[config.mk]
export PLATFORM = sky130hd
export DESIGN_NAME = rr_arbiter_4
export DESIGN_NICKNAME = d
export VERILOG_FILES = /design/src/rtl/rr_arbiter_4.sv
export SDC_FILE = /design/constraint.sdc
export NUM_CORES = 1
export LEC_CHECK = 0
export BUFFER_PORTS_ARGS = -buffer_cell sky130_fd_sc_hd__buf_2
export CAP_MARGIN = 15
export CORE_AREA = 2 2 46 48
export CTS_CLUSTER_SIZE = 14
export DETAILED_ROUTE_END_ITERATION = 12
export DIE_AREA = 0 0 48 50
export GPL_TIMING_DRIVEN = 1
export PLACE_DENSITY = 0.87
export SYNTH_ARGS = -nofsm -noshare
export SYNTH_HDL_FRONTEND = slang
export SYNTH_SLANG_ARGS = --single-unit
[constraint.sdc]
create_clock -name clk -period 3.2 [get_ports clk]
set_input_delay 0.64 -clock clk [delete_from_list [all_inputs] [get_ports clk]]
set_output_delay 0.64 -clock clk [all_outputs]
set_load 0.03 [all_outputs]
[src/rtl/rr_arbiter_4.sv]
// Four-way round-robin arbiter with a bounded hold time per grant.
// Grant is registered: one cycle from sampled req to gnt; each release forces one idle cycle.
module rr_arbiter_4 #(
  parameter int unsigned MAX_HOLD = 8
) (
  input  logic       clk,
  input  logic       rst,
  input  logic       en,
  input  logic [3:0] req,
  output logic [3:0] gnt,
  output logic [1:0] gnt_id,
  output logic       gnt_valid,
  output logic       tmo
);

  typedef enum logic {IDLE, GRANT} state_t;

  localparam logic [7:0] HOLD_LIM = 8'(MAX_HOLD);

  state_t     state, state_nxt;
  logic [1:0] ptr, ptr_nxt;
  logic [1:0] id_nxt;
  logic [7:0] hold_cnt, cnt_nxt;
  logic       tmo_nxt;
  logic [1:0] winner;
  logic [1:0] idx;
  logic       found;
  logic       owner_req;
  logic       release_now;

  // First requester found scanning upward from the rotating pointer.
  always_comb begin
    winner = ptr;
    found  = 1'b0;
    idx    = ptr;
    for (int k = 0; k < 4; k++) begin
      idx = ptr + 2'(k);
      if (!found && req[idx]) begin
        winner = idx;
        found  = 1'b1;
      end
    end
  end

  assign owner_req   = req[gnt_id];
  assign release_now = !owner_req || !en || (hold_cnt == HOLD_LIM);

  always_comb begin
    state_nxt = state;
    id_nxt    = gnt_id;
    ptr_nxt   = ptr;
    cnt_nxt   = hold_cnt;
    tmo_nxt   = 1'b0;
    case (state)
      IDLE: begin
        if (en && found) begin
          state_nxt = GRANT;
          id_nxt    = winner;
          cnt_nxt   = 8'd1;
        end
      end
      GRANT: begin
        if (release_now) begin
          state_nxt = IDLE;
          ptr_nxt   = gnt_id + 2'd1;
          cnt_nxt   = 8'd0;
          // Only a pure hold-limit expiry is flagged, not a drop or disable.
          tmo_nxt   = owner_req && en;
        end else begin
          cnt_nxt = hold_cnt + 8'd1;
        end
      end
      default: state_nxt = IDLE;
    endcase
  end

  always_ff @(posedge clk) begin
    if (rst) begin
      state     <= IDLE;
      ptr       <= 2'd0;
      hold_cnt  <= 8'd0;
      gnt_id    <= 2'd0;
      gnt       <= 4'd0;
      gnt_valid <= 1'b0;
      tmo       <= 1'b0;
    end else begin
      state     <= state_nxt;
      ptr       <= ptr_nxt;
      hold_cnt  <= cnt_nxt;
      gnt_id    <= id_nxt;
      gnt       <= (state_nxt == GRANT) ? (4'b0001 << id_nxt) : 4'd0;
      gnt_valid <= (state_nxt == GRANT);
      tmo       <= tmo_nxt;
    end
  end

endmodule

# ---- Word level (Yosys, flattened, before mapping)
# Cells that the tools add are included.
dict set report totals {
  regBits 18
  input_bits 7
  output_inout_bits 8
  elab_cells 62
}
dict set report classes {
  n_addsub 5
  magnitude_cmp 5
  n_eq_ne 2
  shift 1
  muxes 25
  bitwise_logic 3
  n_reduce_logical 15
}
# cell n
set ops {}
lappend ops {{two-way mux 8 bit} 2}
lappend ops {{one-hot mux 8 bit (2 select lines)} 1}
lappend ops {{less-than comparator 2 x 3 -> 1 bit, second input constant} 5}
lappend ops {{two-way mux 1 bit} 11}
lappend ops {{binary-select mux 1 bit (select 2 bit)} 5}
lappend ops {{two-way mux 2 bit} 5}
lappend ops {{adder 8 x 1 -> 8 bit, second input constant} 1}
lappend ops {{== test 8 x 4 -> 1 bit, second input constant} 1}
lappend ops {{logical AND 1 bit} 5}
lappend ops {{logical NOT 1 bit} 5}
lappend ops {{adder 2 x 1 -> 2 bit, second input constant} 2}
lappend ops {{adder 2 bit, second input constant} 2}
lappend ops {{<< shifter 1 x 2 -> 4 bit, first input constant} 1}
lappend ops {{inverter 1 bit} 3}
lappend ops {{OR reduction 3 bit} 1}
lappend ops {{logical OR 1 bit} 2}
lappend ops {{!= test 2 bit, second input constant} 1}
lappend ops {{one-hot mux 1 bit (2 select lines)} 1}
lappend ops {{AND reduction 2 bit} 1}
lappend ops {{OR reduction 2 bit} 1}

# ---- Logic depth before layout (Yosys ltp)
# Gate-level depths: netlist (run 1).
dict set report logic_depth {
  word_depth 17
  ltp_mapped 6
  depth_no_buf 6
}

# ---- Worst setup path after synthesis (run 1)
# OpenSTA, ideal clock, no wires.
dict set report synth_path {
  path_kind {input port to flip-flop}
  start {input port req[0]}
  end {register gnt[0]}
  setup_ns 0.117
  t_arrival_ns 1.619
  required_time_ns 3.083
  setup_slack_ns 1.464
  cell_stages 4
  path_buffers 0
  path_cell_list {o41ai_4 > nor3_1 > a41oi_2 > and4bb_1}
}
dict set report synth_between {
  elab_chain_len 17
  elab_cells_between_ends 35
  classes_between {1 x shift; 22 x mux; 1 x bitwise; 11 x reduce/logical}
}
# element line_no
set synth_lines {}
lappend synth_lines {{start, declared} 9} ;# input logic [3:0] req,
lappend synth_lines {{binary-select mux 1 bit (select 2 bit)} 38} ;# if (!found && req[idx]) begin
lappend synth_lines {{two-way mux 1 bit (not written as such)} 38}
lappend synth_lines {{two-way mux 1 bit} 38}
lappend synth_lines {{logical NOT 1 bit} 38}
lappend synth_lines {{logical AND 1 bit} 38}
lappend synth_lines {{two-way mux 1 bit} 38}
lappend synth_lines {{logical NOT 1 bit} 38}
lappend synth_lines {{logical AND 1 bit} 38}
lappend synth_lines {{two-way mux 1 bit} 38}
lappend synth_lines {{logical NOT 1 bit} 38}
lappend synth_lines {{logical AND 1 bit} 38}
lappend synth_lines {{two-way mux 1 bit} 38}
lappend synth_lines {{logical AND 1 bit} 56} ;# if (en && found) begin
lappend synth_lines {{two-way mux 1 bit} 56}
lappend synth_lines {{one-hot mux 1 bit (2 select lines)} 54} ;# case (state)
lappend synth_lines {{inverter 1 bit (no source line)} -}
lappend synth_lines {{OR reduction 2 bit (no source line)} -}
lappend synth_lines {{end signal, assigned} 91} ;# gnt <= (state_nxt == GRANT) ? (4'b0001 << id_nxt) : 4'd0;
lappend synth_lines {{end, declared} 10} ;# output logic [3:0] gnt,
# Several ways; a longest one is shown, not always the timed one. The select of a mux whose other input is x is not followed.
# A chain may end at the register's enable or synchronous reset.

# ---- Worst setup path in the final report (run 1)
dict set report layout_path {
  start {input port req[1]}
  end {register hold_cnt[5]}
}
dict set report layout_between {
  elab_chain_len 14
  elab_cells_between_ends 27
  classes_between {1 x eq/ne; 16 x mux; 10 x reduce/logical}
}
# element line_no
set layout_lines {}
lappend layout_lines {{binary-select mux 1 bit (select 2 bit)} 38}
lappend layout_lines {{two-way mux 1 bit (not written as such)} 38}
lappend layout_lines {{two-way mux 1 bit} 38}
lappend layout_lines {{logical NOT 1 bit} 38}
lappend layout_lines {{logical AND 1 bit} 38}
lappend layout_lines {{two-way mux 1 bit} 38}
lappend layout_lines {{logical NOT 1 bit} 38}
lappend layout_lines {{logical AND 1 bit} 38}
lappend layout_lines {{two-way mux 1 bit} 38}
lappend layout_lines {{logical NOT 1 bit} 38}
lappend layout_lines {{logical AND 1 bit} 38}
lappend layout_lines {{two-way mux 1 bit} 38}
lappend layout_lines {{logical AND 1 bit} 56}
lappend layout_lines {{!= test 2 bit (no source line)} -}
lappend layout_lines {{end signal, assigned} 89} ;# hold_cnt <= cnt_nxt;
lappend layout_lines {{end, declared} 23} ;# logic [7:0] hold_cnt, cnt_nxt;
# Several ways; a longest one is shown, not always the timed one. The select of a mux whose other input is x is not followed.

==> results of run 1 <==
[cells by family (layout without fill, tap and decap cells)]
logic type | count (synthesis) | after routing | share of synthesized area (%)
buffers and inverters | 9 | 24 | 3.34
adders and majority gates | 2 | 2 | 2.39
DFF | 18 | 18 | 34.4
and+or+nand+nor | 43 | 43 | 25.9
muxes | 2 | 2 | 1.91
xor gates and xnor gates | 1 | 1 | 0.835
AOI/OAI and AO/OA | 38 | 38 | 31.3
[power by group]
group / leakage, uW / internal [uW] / switching (uW)
logic: 0.000311 / 34.7 / 53.2
clock network: 0.0000210 / 69.3 / 69.7
registers: 0.000146 / 232 / 11.7
total: 0.000478 / 336 / 135
[how the worst max path moves through the flow]
stage                     cells after the start  startpoint  slack (ps)                        to
after detailed placement                      5      req[1]         950         gnt[0]$_SDFF_PP0_
after CTS                                     5      req[1]        1250  hold_cnt[5]$_SDFFE_PP0P_
after global placement                        5      req[1]        1040         gnt[0]$_SDFF_PP0_
final                                         5      req[1]        1240  hold_cnt[5]$_SDFFE_PP0P_
after floorplan                               4      req[0]        1460         gnt[0]$_SDFF_PP0_
after global routing                          5      req[1]        1090  hold_cnt[5]$_SDFFE_PP0P_
[worst register-to-register path, stage by stage, from the launching register on]
cell	delay, ps
dfxtp_1	450
mux2i_1	130
o22ai_1	650
a21boi_1	300
a311oi_1	300
[per-layer routing]
metal	up-vias	GRT usage, %
met5	-	0
met4	0	4.50
met3	6	3.66
met2	34	35.6
met1	449	22.7
li1	465	-
[metrics by stage]
| step | instances | utilization, % |
|---|---|---|
| 3_5_place_dp | 151 | 59.9 |
| 2_1_floorplan | 113 | - |
| 6_report | 155 | 61.8 |
| 5_1_grt | 155 | 61.8 |
| 3_3_place_gp | 151 | 59.9 |
| 4_1_cts | 155 | 61.8 |
[flip-flops by register name, indices dropped and copies added (netlist names)]
| signal | cells |
|---|---|
| gnt | 4 |
| gnt_id | 2 |
| hold_cnt | 8 |
| ptr | 2 |
| state | 1 |
| tmo | 1 |
[layout make-up]
class | count | area share (%)
clock buffer | 4 | 3.09
inverter | 6 | 1.91
multi-input combinational | 86 | 55.5
sequential | 18 | 30.6
tap | 27 | 2.87
timing repair buffer | 14 | 5.96
[synthesized netlist by cell type, types with 2 or more instances]
cell	instances	area, um^2
a21boi_1	3	22.5
nor2b_1	3	18.8
a31oi_1	5	31.3
dfxtp_1	18	360
a211oi_1	2	15.0
and4_1	2	17.5
nand3_1	3	15.0
nand2_1	8	30.0
a21oi_1	6	30.0
o211ai_1	5	37.5
nand2b_1	4	25.0
and3_1	4	25.0
mux2i_1	2	20.0
nor3_1	2	10.0
o41ai_4	2	55.1
clkbuf_1	2	7.51
nor2_1	4	15.0
o211a_1	2	20.0
ha_1	2	25.0
inv_1	6	22.5
nand4b_1	3	26.3
==> metrics.md, run 1 <==
| Metric | Value |
|---|---|
| Outcome | `completed` |
| Final Max Tran Viols | `0` |
| Hold WC Path Type | `flop to flop` |
| Hold path depth | `2` |
| Placed Area | `0.00114 mm^2` |
| Max Clock Freq | `511 MHz` |
| Clock latency on the worst-skew pair | `between 200 and 300 ps` |
| Setup Crit Path Kind | `input port to flop` |
| Family with the most delay on the worst path | `compound AO/OA/AOI/OAI gates` |
| Buffer depth of the longest clock path | `2` |
| CTS Hold Buffers Added | `0` |
| WP data arrival | `2160 ps` |
| Slowest CP cell | `o22ai_1` |
| Least-Margin Pin Slew | `824 ps` |
| Worst slack at placement | `954 ps` |
| Register area | `between 300 and 400 um^2` |
| Die width | `48 um` |
| Gate Count Post-Synth | `113` |
| Power Total | `471 uW` |
| DR WL met2 | `1110 um` |
| First-pass GRT wire length | `3510 um` |
| Die area | `around 0.0024 mm^2` |
| RSZ-0062 raised after global routing | `false` |
| Post-route worst setup slack | `1240 ps` |
| Worst R2R Path Depth | `4` |
| FP Rows | `16` |
| Synthesis-to-layout area growth | `12.2%` |
| Inserted Clock Buffers | `3` |
| Routed wl met3 | `104 um` |
| HPWL after DPL | `1620 um` |
| 1st-iter DRT viols | `32` |
| Area of the multi-input gates | `roughly 650 um^2` |
| Hold Path Sink | `hold_cnt[7]$_SDFFE_PP0P_` |
| Setup tns final | `0 ps` |
| Commonest non-fill, non-tap cell in the layout | `dfxtp_1` |
| I/O Buffers | `14` |
| Final Cycle Share | `roughly three fifths` |
| Nets | `approximately 140` |
| Proportion of layout cells with a drive suffix above 1 | `between 20% and 30%` |
| CTS tree | `built` |
| DRT met1 WL | `about 930 um` |
| Most frequent cells in the layout | `dfxtp_1 (18), buf_2 (14), nand2_1 (8), inv_1 (6), a21oi_1 (6)` |
| RD Place Congestion | `0.849` |
| EDFF count, synth | `0` |
| I/O pin count | `15` |
| Root Driver | `clkbuf_4` |
| Crit-path cells | `buf_2 > mux2i_1 > o22ai_1 > a21boi_1 > a311oi_1` |
| Ys flop type | `dfxtp_1` |
| WHS | `488 ps` |
| Asr flop ratio synth | `0%` |
| Syn Std Cell Area | `0.00105 mm^2` |
| GRT Total Usage | `19.7%` |
| H-tree Lvls | `1` |
| Clock sinks | `18` |
| Cell area power density | `400 mW/mm^2` |
| Highest routed metal layer | `met4` |
| FF+latch count, synth | `18` |
| Initial antenna violation count | `0` |
| Routed WL per cell | `14.1 um` |
| Vias in the first global route | `~850` |
| CP required | `around 3400 ps` |
| CP startpoint kind | `input port` |
| Critical R2R Capture | `hold_cnt[5]$_SDFFE_PP0P_` |
| Yosys cell types | `46` |
| R2r setup slk | `1300 ps` |
| CTS clk-pin slew, worst paths | `100 ps` |
| Drt total wl | `2190 um` |
| Min Tclk post-route | `1960 ps` |
| Worst-path fanout max | `11` |
| Fin. Hold Viols | `0` |
| Fillcell total | `164` |
| Post-CTS Resized | `0` |
| Die height | `50 um` |
| Clock skew | `between 3 and 4 ps` |
| Antenna viol nets, final | `0` |
| Post-CTS setup buffer count | `0` |
| HP Start | `hold_cnt[7]$_SDFFE_PP0P_` |
| R2r startpoint | `gnt_id[1]$_SDFF_PP0_` |
| DRC viols | `0` |
| Antenna diodes | `0` |
| Via density | `6.15` |
| CP endpoint kind | `flop` |
| Maximum vdd drop | `just over 0.2 mV` |
| Largest net degree at the start of global routing | `18` |
| Buf/Inv on CP | `1` |
| Max capacitance violation total | `0` |
| Core Area | `0.00190 mm^2` |
| Average cell area after synthesis | `between 9 and 10 um^2` |
| Register area share after synthesis | `34.4%` |
| Relative slew slack | `45.0%` |
| Fin area | `0.00118 mm^2` |
| Total number of vias | `between 900 and 1000` |
| Setup-failing EPs final | `0` |
| CP max stage delay | `650 ps` |
| Yosys warnings | `0` |
| DRT Pass-1 Iters | `6` |
| Syn nets | `~120` |
| GRT Residual Overflow | `0` |
| Initial cell density of the core | `55.1%` |
| Leakage | `0.000478 uW` |
(Power assumes the default switching activity.)
==> run 2, diff against run 1 <==
Settings changed: CORE_AREA 2 2 46 48 to 2 2 49 51, DIE_AREA 0 0 48 50 to 0 0 51 53, PLACE_DENSITY 0.87 to 0.81.
Clock period 3.2 ns to 1.7 ns, I/O delays scaled along.
==> run 2 against run 1 <==
Against the previous run: largest cell class unchanged; combinational power is 110% higher; count of clock-buffer cells in the layout unchanged; critical path type is now flop to flop; clock power up 95%.
==> metrics.md, run 2 (synthesized netlist as in run 1, its figures left out) <==
| Metric | Value |
|---|---|
| Outcome | `completed` |
| Proportion of layout cells with a drive suffix above 1 | `26.3% (+4.4 points)` |
| Slowest CP cell | `dfxtp_1` |
| Die width | `51 um (+6.3%)` |
| Initial antenna violation count | `0 (unchanged)` |
| Crit-path cells | `mux2i_1 > o22ai_1 > buf_4 > a21boi_1 > and3_1` |
| Vias in the first global route | `857 (+0.94%)` |
| CTS tree | `built` |
| CP max stage delay | `400 ps (-250 ps)` |
| DRT Pass-1 Iters | `4 (-2)` |
| Synthesis-to-layout area growth | `16.1%` |
| Drt total wl | `2310 um (+5.6%)` |
| Clock sinks | `18 (unchanged)` |
| Largest net degree at the start of global routing | `18 (unchanged)` |
| Clock network power share | `29.8% (+0.3 points)` |
| Fin area | `0.00122 mm^2 (+3.5%)` |
| Most frequent cells in the layout | `dfxtp_1 (17), buf_2 (14), nand2_1 (8), inv_1 (6), a21oi_1 (6)` |
| CP required | `1940 ps (-1470 ps)` |
| Setup Crit Path Kind | `flop to flop` |
| Core Area | `0.00215 mm^2 (+13%)` |
| Final Max Tran Viols | `0 (unchanged)` |
| Leakage | `0.000503 uW (+5.2%)` |
| Seq pwr share | `50.3% (-1.5 points)` |
| Setup-failing EPs final | `0 (unchanged)` |
| Antenna diodes | `0 (unchanged)` |
| RSZ-0062 raised after global routing | `true` |
| Via density | `5.78 (-6.0%)` |
| Top reg by flops | `hold_cnt` |
| I/O Buffers | `14 (unchanged)` |
| GRT Total Usage | `18.3% (-1.4 points)` |
| Largest register FFs | `8 (unchanged)` |
| Worst-path fanout max | `5 (-6)` |
| Initial cell density of the core | `48.8% (-6.3 points)` |
| H-tree Lvls | `1 (unchanged)` |
| Routed WL per cell | `14.3 um (+1.7%)` |
| CP endpoint kind | `flop` |
| Root Driver | `clkbuf_4` |
| I/O pin count | `15 (unchanged)` |
| Antenna viol nets, final | `0 (unchanged)` |
| Max Clock Freq | `604 MHz` |
| First-pass GRT wire length | `3710 um (+5.9%)` |
| Inserted Clock Buffers | `3 (unchanged)` |
| Relative slew slack | `64.1% (+19 points)` |
| Internal Power | `645 uW (+92%)` |
| Total number of vias | `931 (-2.4%)` |
| Switch Pwr | `266 uW (+97%)` |
| CTS clk-pin slew, worst paths | `110 ps (about the same)` |
| FP Rows | `17 (+1)` |
| Clock latency on the worst-skew pair | `290 ps (about the same)` |
| Min Tclk post-route | `1650 ps` |
| GRT Residual Overflow | `0 (unchanged)` |
| Die height | `53 um (+6.0%)` |
| Final Cycle Share | `a little over nine tenths` |
| Cell area power density | `748 mW/mm^2 (+87%)` |
| Fin. Hold Viols | `0 (unchanged)` |
| DRC viols | `0 (unchanged)` |
| HPWL after DPL | `1720 um (+6.1%)` |
| Placed Area | `0.00118 mm^2 (+3.4%)` |
| Max capacitance violation total | `0 (unchanged)` |
| Nets | `143 (+3.6%)` |
| Sw Share | `29.2% (+0.59 points)` |
| Hold WC Path Type | `input port to flop` |
| RD Place Congestion | `0.752 (-11%)` |
| Maximum vdd drop | `0.433 mV (+110%)` |
| Comb power frac | `19.9% (+1.2 points)` |
| Biggest registers after layout | `hold_cnt: 8 flops, gnt: 4 flops` |
| WP data arrival | `1900 ps (-260 ps)` |
| Least-Margin Pin Slew | `537 ps (-287 ps)` |
| 1st-iter DRT viols | `13 (-59%)` |
| Power Total | `910 uW (+93%)` |
| Clock skew | `2.27 ps (-1.16 ps)` |
| Buffer depth of the longest clock path | `2 (unchanged)` |
| Commonest non-fill, non-tap cell in the layout | `dfxtp_1` |
| CP startpoint kind | `flop` |
| Die area | `0.00270 mm^2 (+13%)` |
## run 2: cell types whose count changed in the layout (fill, tap and decap cells not counted)
cell	before	now
buf_4	0	5
and3_1	4	3
and3_2	0	1
dfxtp_1	18	17
dfxtp_2	0	1
## run 2: final cells by class
type                    instances  area, um^2
fillers                       210         931
multi-input cells              86         654
flip-flops and latches         18         362
repair buffers                 19         108
inverters                       6        22.5
well taps                      28        35.0
clock buffers                   4        36.3
## run 2: critical path: cells and delay by family (launching register included)
| family | cells | cell delay [ps] |
|---|---|---|
| buffers and inverters | 1 | 170 |
| AO/OA/AOI/OAI | 2 | 540 |
| flip-flops | 1 | 400 |
| multiplexers | 1 | 280 |
| AND/OR/NAND/NOR | 1 | 210 |
## run 2: worst paths after layout
check                           start                  endpoint  slack [ps]  cells after the start
min                               rst      gnt_id[0]$_SDFF_PP0_         360                      2
max              gnt_id[1]$_SDFF_PP0_            tmo$_SDFF_PP0_          50                      5
min reg2reg  hold_cnt[7]$_SDFFE_PP0P_  hold_cnt[7]$_SDFFE_PP0P_         490                      2
max reg2reg      gnt_id[1]$_SDFF_PP0_            tmo$_SDFF_PP0_          50                      5
## run 2: repair_timing
item / in CTS / in global routing
endpoints found under the setup margin: 0 / 4
hold buffers: 0 / 0
buffers inserted: 0 / 0
gates resized for setup: 0 / 2
## run 2: power groups by stage
stage	sequential, uW	combinational, uW	clock [uW]
floorplan	479	106	0
global placement	466	174	0
detailed placement	467	181	0
CTS	457	182	275
global route	461	195	286
finish	458	181	271
## run 2: layer usage
| metal | wire, um | track usage, % |
|---|---|---|
| met5 | 0 | 0 |
| met4 | 17 | 8.11 |
| met3 | 63 | 2.54 |
| met2 | 1110 | 33.1 |
| met1 | 1120 | 21.4 |
## run 2: metrics by stage
step	hold WS, ps	std cells	worst slack (ps)	TNS [ps]	util (%)
floorplan	445	113	93.8	0	-
global placement	475	157	82.6	0	54.9
detailed placement	479	157	40.4	0	54.9
CTS	365	161	78.3	0	56.6
global route	389	161	-3.90	-3.90	56.7
finish	363	161	45.6	0	56.7
==> run 3, diff against run 2 <==
Settings changed: RECOVER_POWER set to 50.
==> run 3 against run 2 <==
Against the previous run: cell area shrank 1.1%; die area is the same; via count grew 0.11%; global-route usage unchanged; largest cell class unchanged; highest routed layer unchanged; worst setup slack better by 27 ps.
==> metrics.md, run 3 (synthesized netlist as in run 1, its figures left out) <==
| Metric | Value |
|---|---|
| GRT Residual Overflow | `0 (unchanged)` |
| Slowest CP cell | `dfxtp_1` |
| Clock skew | `2.71 ps (+0.441 ps)` |
| Antenna viol nets, final | `0 (unchanged)` |
| Synthesis-to-layout area growth | `14.8%` |
| Max capacitance violation total | `0 (unchanged)` |
| Worst-path fanout max | `5 (unchanged)` |
| Vias in the first global route | `857 (unchanged)` |
| Routed WL per cell | `14.3 um (-0.43%)` |
| H-tree Lvls | `1 (unchanged)` |
| Initial antenna violation count | `0 (unchanged)` |
| Final Max Tran Viols | `0 (unchanged)` |
| Die width | `51 um (unchanged)` |
| GRT Total Usage | `18.3% (unchanged)` |
| Final Cycle Share | `95.7% (-1.6 points)` |
| Cell area power density | `751 mW/mm^2 (+0.51%)` |
| Nets | `143 (unchanged)` |
| CP endpoint kind | `flop` |
| Buf/Inv on CP | `1 (unchanged)` |
| DRT Pass-1 Iters | `4 (unchanged)` |
| Clock sinks | `18 (unchanged)` |
| Max Clock Freq | `615 MHz (+1.7%)` |
| CP required | `1940 ps (about the same)` |
| Clock latency on the worst-skew pair | `290 ps (about the same)` |
| Maximum vdd drop | `0.419 mV (-3.2%)` |
| RSZ-0062 raised after global routing | `true` |
| WHS | `365 ps (+1.63 ps)` |
| HPWL after DPL | `1720 um (unchanged)` |
| CP startpoint kind | `flop` |
| Post-route worst setup slack | `72.9 ps (+27.4 ps)` |
| Top reg by flops | `hold_cnt` |
| Via density | `5.79 (+0.11%)` |
| Setup Crit Path Kind | `flop to flop` |
| Relative slew slack | `65.8% (+1.7 points)` |
| 1st-iter DRT viols | `14 (+1)` |
| I/O Buffers | `14 (unchanged)` |
| Proportion of layout cells with a drive suffix above 1 | `20.3% (-6.0 points)` |
| Core Area | `0.00215 mm^2 (unchanged)` |
| Setup-failing EPs final | `0 (unchanged)` |
| Largest net degree at the start of global routing | `18 (unchanged)` |
| Commonest non-fill, non-tap cell in the layout | `dfxtp_1` |
| CTS tree | `built` |
| I/O pin count | `15 (unchanged)` |
| Fillcell total | `213 (+1.4%)` |
| Antenna diodes | `0 (unchanged)` |
| Min Tclk post-route | `1630 ps (-27.4 ps)` |
| Leakage | `0.000470 uW (-6.5%)` |
| Die area | `0.00270 mm^2 (unchanged)` |
| RD Place Congestion | `0.752 (unchanged)` |
| Hold WC Path Type | `input port to flop` |
| Most frequent cells in the layout | `dfxtp_1 (17), nand2_1 (8), buf_2 (7), clkbuf_1 (7)` |
| WP data arrival | `1870 ps (-30 ps)` |
| Total number of vias | `932 (+0.11%)` |
| CTS clk-pin slew, worst paths | `110 ps (about the same)` |
| Largest register FFs | `8 (unchanged)` |
| First-pass GRT wire length | `3710 um (unchanged)` |
| Die height | `53 um (unchanged)` |
| Biggest registers after layout | `hold_cnt: 8 flops, gnt: 4 flops` |
| Buffer depth of the longest clock path | `2 (unchanged)` |
| Initial cell density of the core | `48.8% (unchanged)` |
| Outcome | `completed` |
| Inserted Clock Buffers | `3 (unchanged)` |
| Fin area | `0.00120 mm^2 (-1.1%)` |
| Least-Margin Pin Slew | `512 ps (-24.8 ps)` |
| Drt total wl | `2300 um (-0.43%)` |
| Root Driver | `clkbuf_4` |
| FP Rows | `17 (unchanged)` |
| CP max stage delay | `400 ps (about the same)` |
| Placed Area | `0.00118 mm^2 (unchanged)` |
| DRC viols | `0 (unchanged)` |
| Fin. Hold Viols | `0 (unchanged)` |
| Family with the most delay on the worst path | `compound AO/OA/AOI/OAI gates` |
| Worst slack at placement | `40.4 ps (unchanged)` |
| Crit-path cells | `mux2i_1 > o22ai_1 > buf_4 > a21boi_1 > and3_1` |
[run 3: cell count changes in the layout (fill, tap and decap cells not counted), sizes merged]
cell    change
clkbuf      +8
buf         -8
[run 3: report_power, final]
part / switching (uW) / internal (uW)
sequential: 20.2 / 438
combinational: 104 / 71.4
clock: 140 / 130
total: 265 / 640
[run 3: worst reg2reg max path, cell delays in order (launching register included)]
cell      delay, ps
dfxtp_1         400
mux2i_1         280
o22ai_1         170
buf_4           170
a21boi_1        350
and3_1          210
[run 3: stage by stage]
step	util, %	cells	setup TNS (ps)	total power (uW)
global route	56.0	161	-3.90	937
detailed placement	54.9	157	0	648
CTS	56.6	161	0	913
global placement	54.9	157	0	640
finish	56.0	161	0	904
floorplan	-	113	0	585
[run 3: final timing paths]
kind	from	to	slack, ps	depth (start not counted)
max	gnt_id[1]$_SDFF_PP0_	tmo$_SDFF_PP0_	70	5
min	rst	gnt_id[0]$_SDFF_PP0_	360	2
max reg2reg	gnt_id[1]$_SDFF_PP0_	tmo$_SDFF_PP0_	70	5
min reg2reg	hold_cnt[7]$_SDFFE_PP0P_	hold_cnt[7]$_SDFFE_PP0P_	490	2
[run 3: final cells by class]
cell class | instances | area [um^2] | area share (%)
clock buffer | 4 | 36.3 | 3.01
inverter | 6 | 22.5 | 1.87
multi-input combinational | 86 | 652 | 54.2
sequential | 18 | 362 | 30.0
tap | 28 | 35.0 | 2.91
timing repair buffer | 19 | 96.3 | 8.00
[run 3: timing repair]
action | 4_1_cts | 5_1_grt
buffers inserted | 0 | 0
hold buffers | 0 | 0
gates resized for setup | 0 | 2
setup endpoints to repair | 0 | 4
[run 3: routing by layer]
| layer | wire length (um) | track usage, % | share of wire [%] |
|---|---|---|---|
| met2 | 1120 | 33.1 | 49 |
| met4 | 17 | 8.11 | 0.74 |
| met3 | 62 | 2.54 | 2.7 |
| met5 | 0 | 0 | 0 |
| met1 | 1100 | 21.4 | 48 |
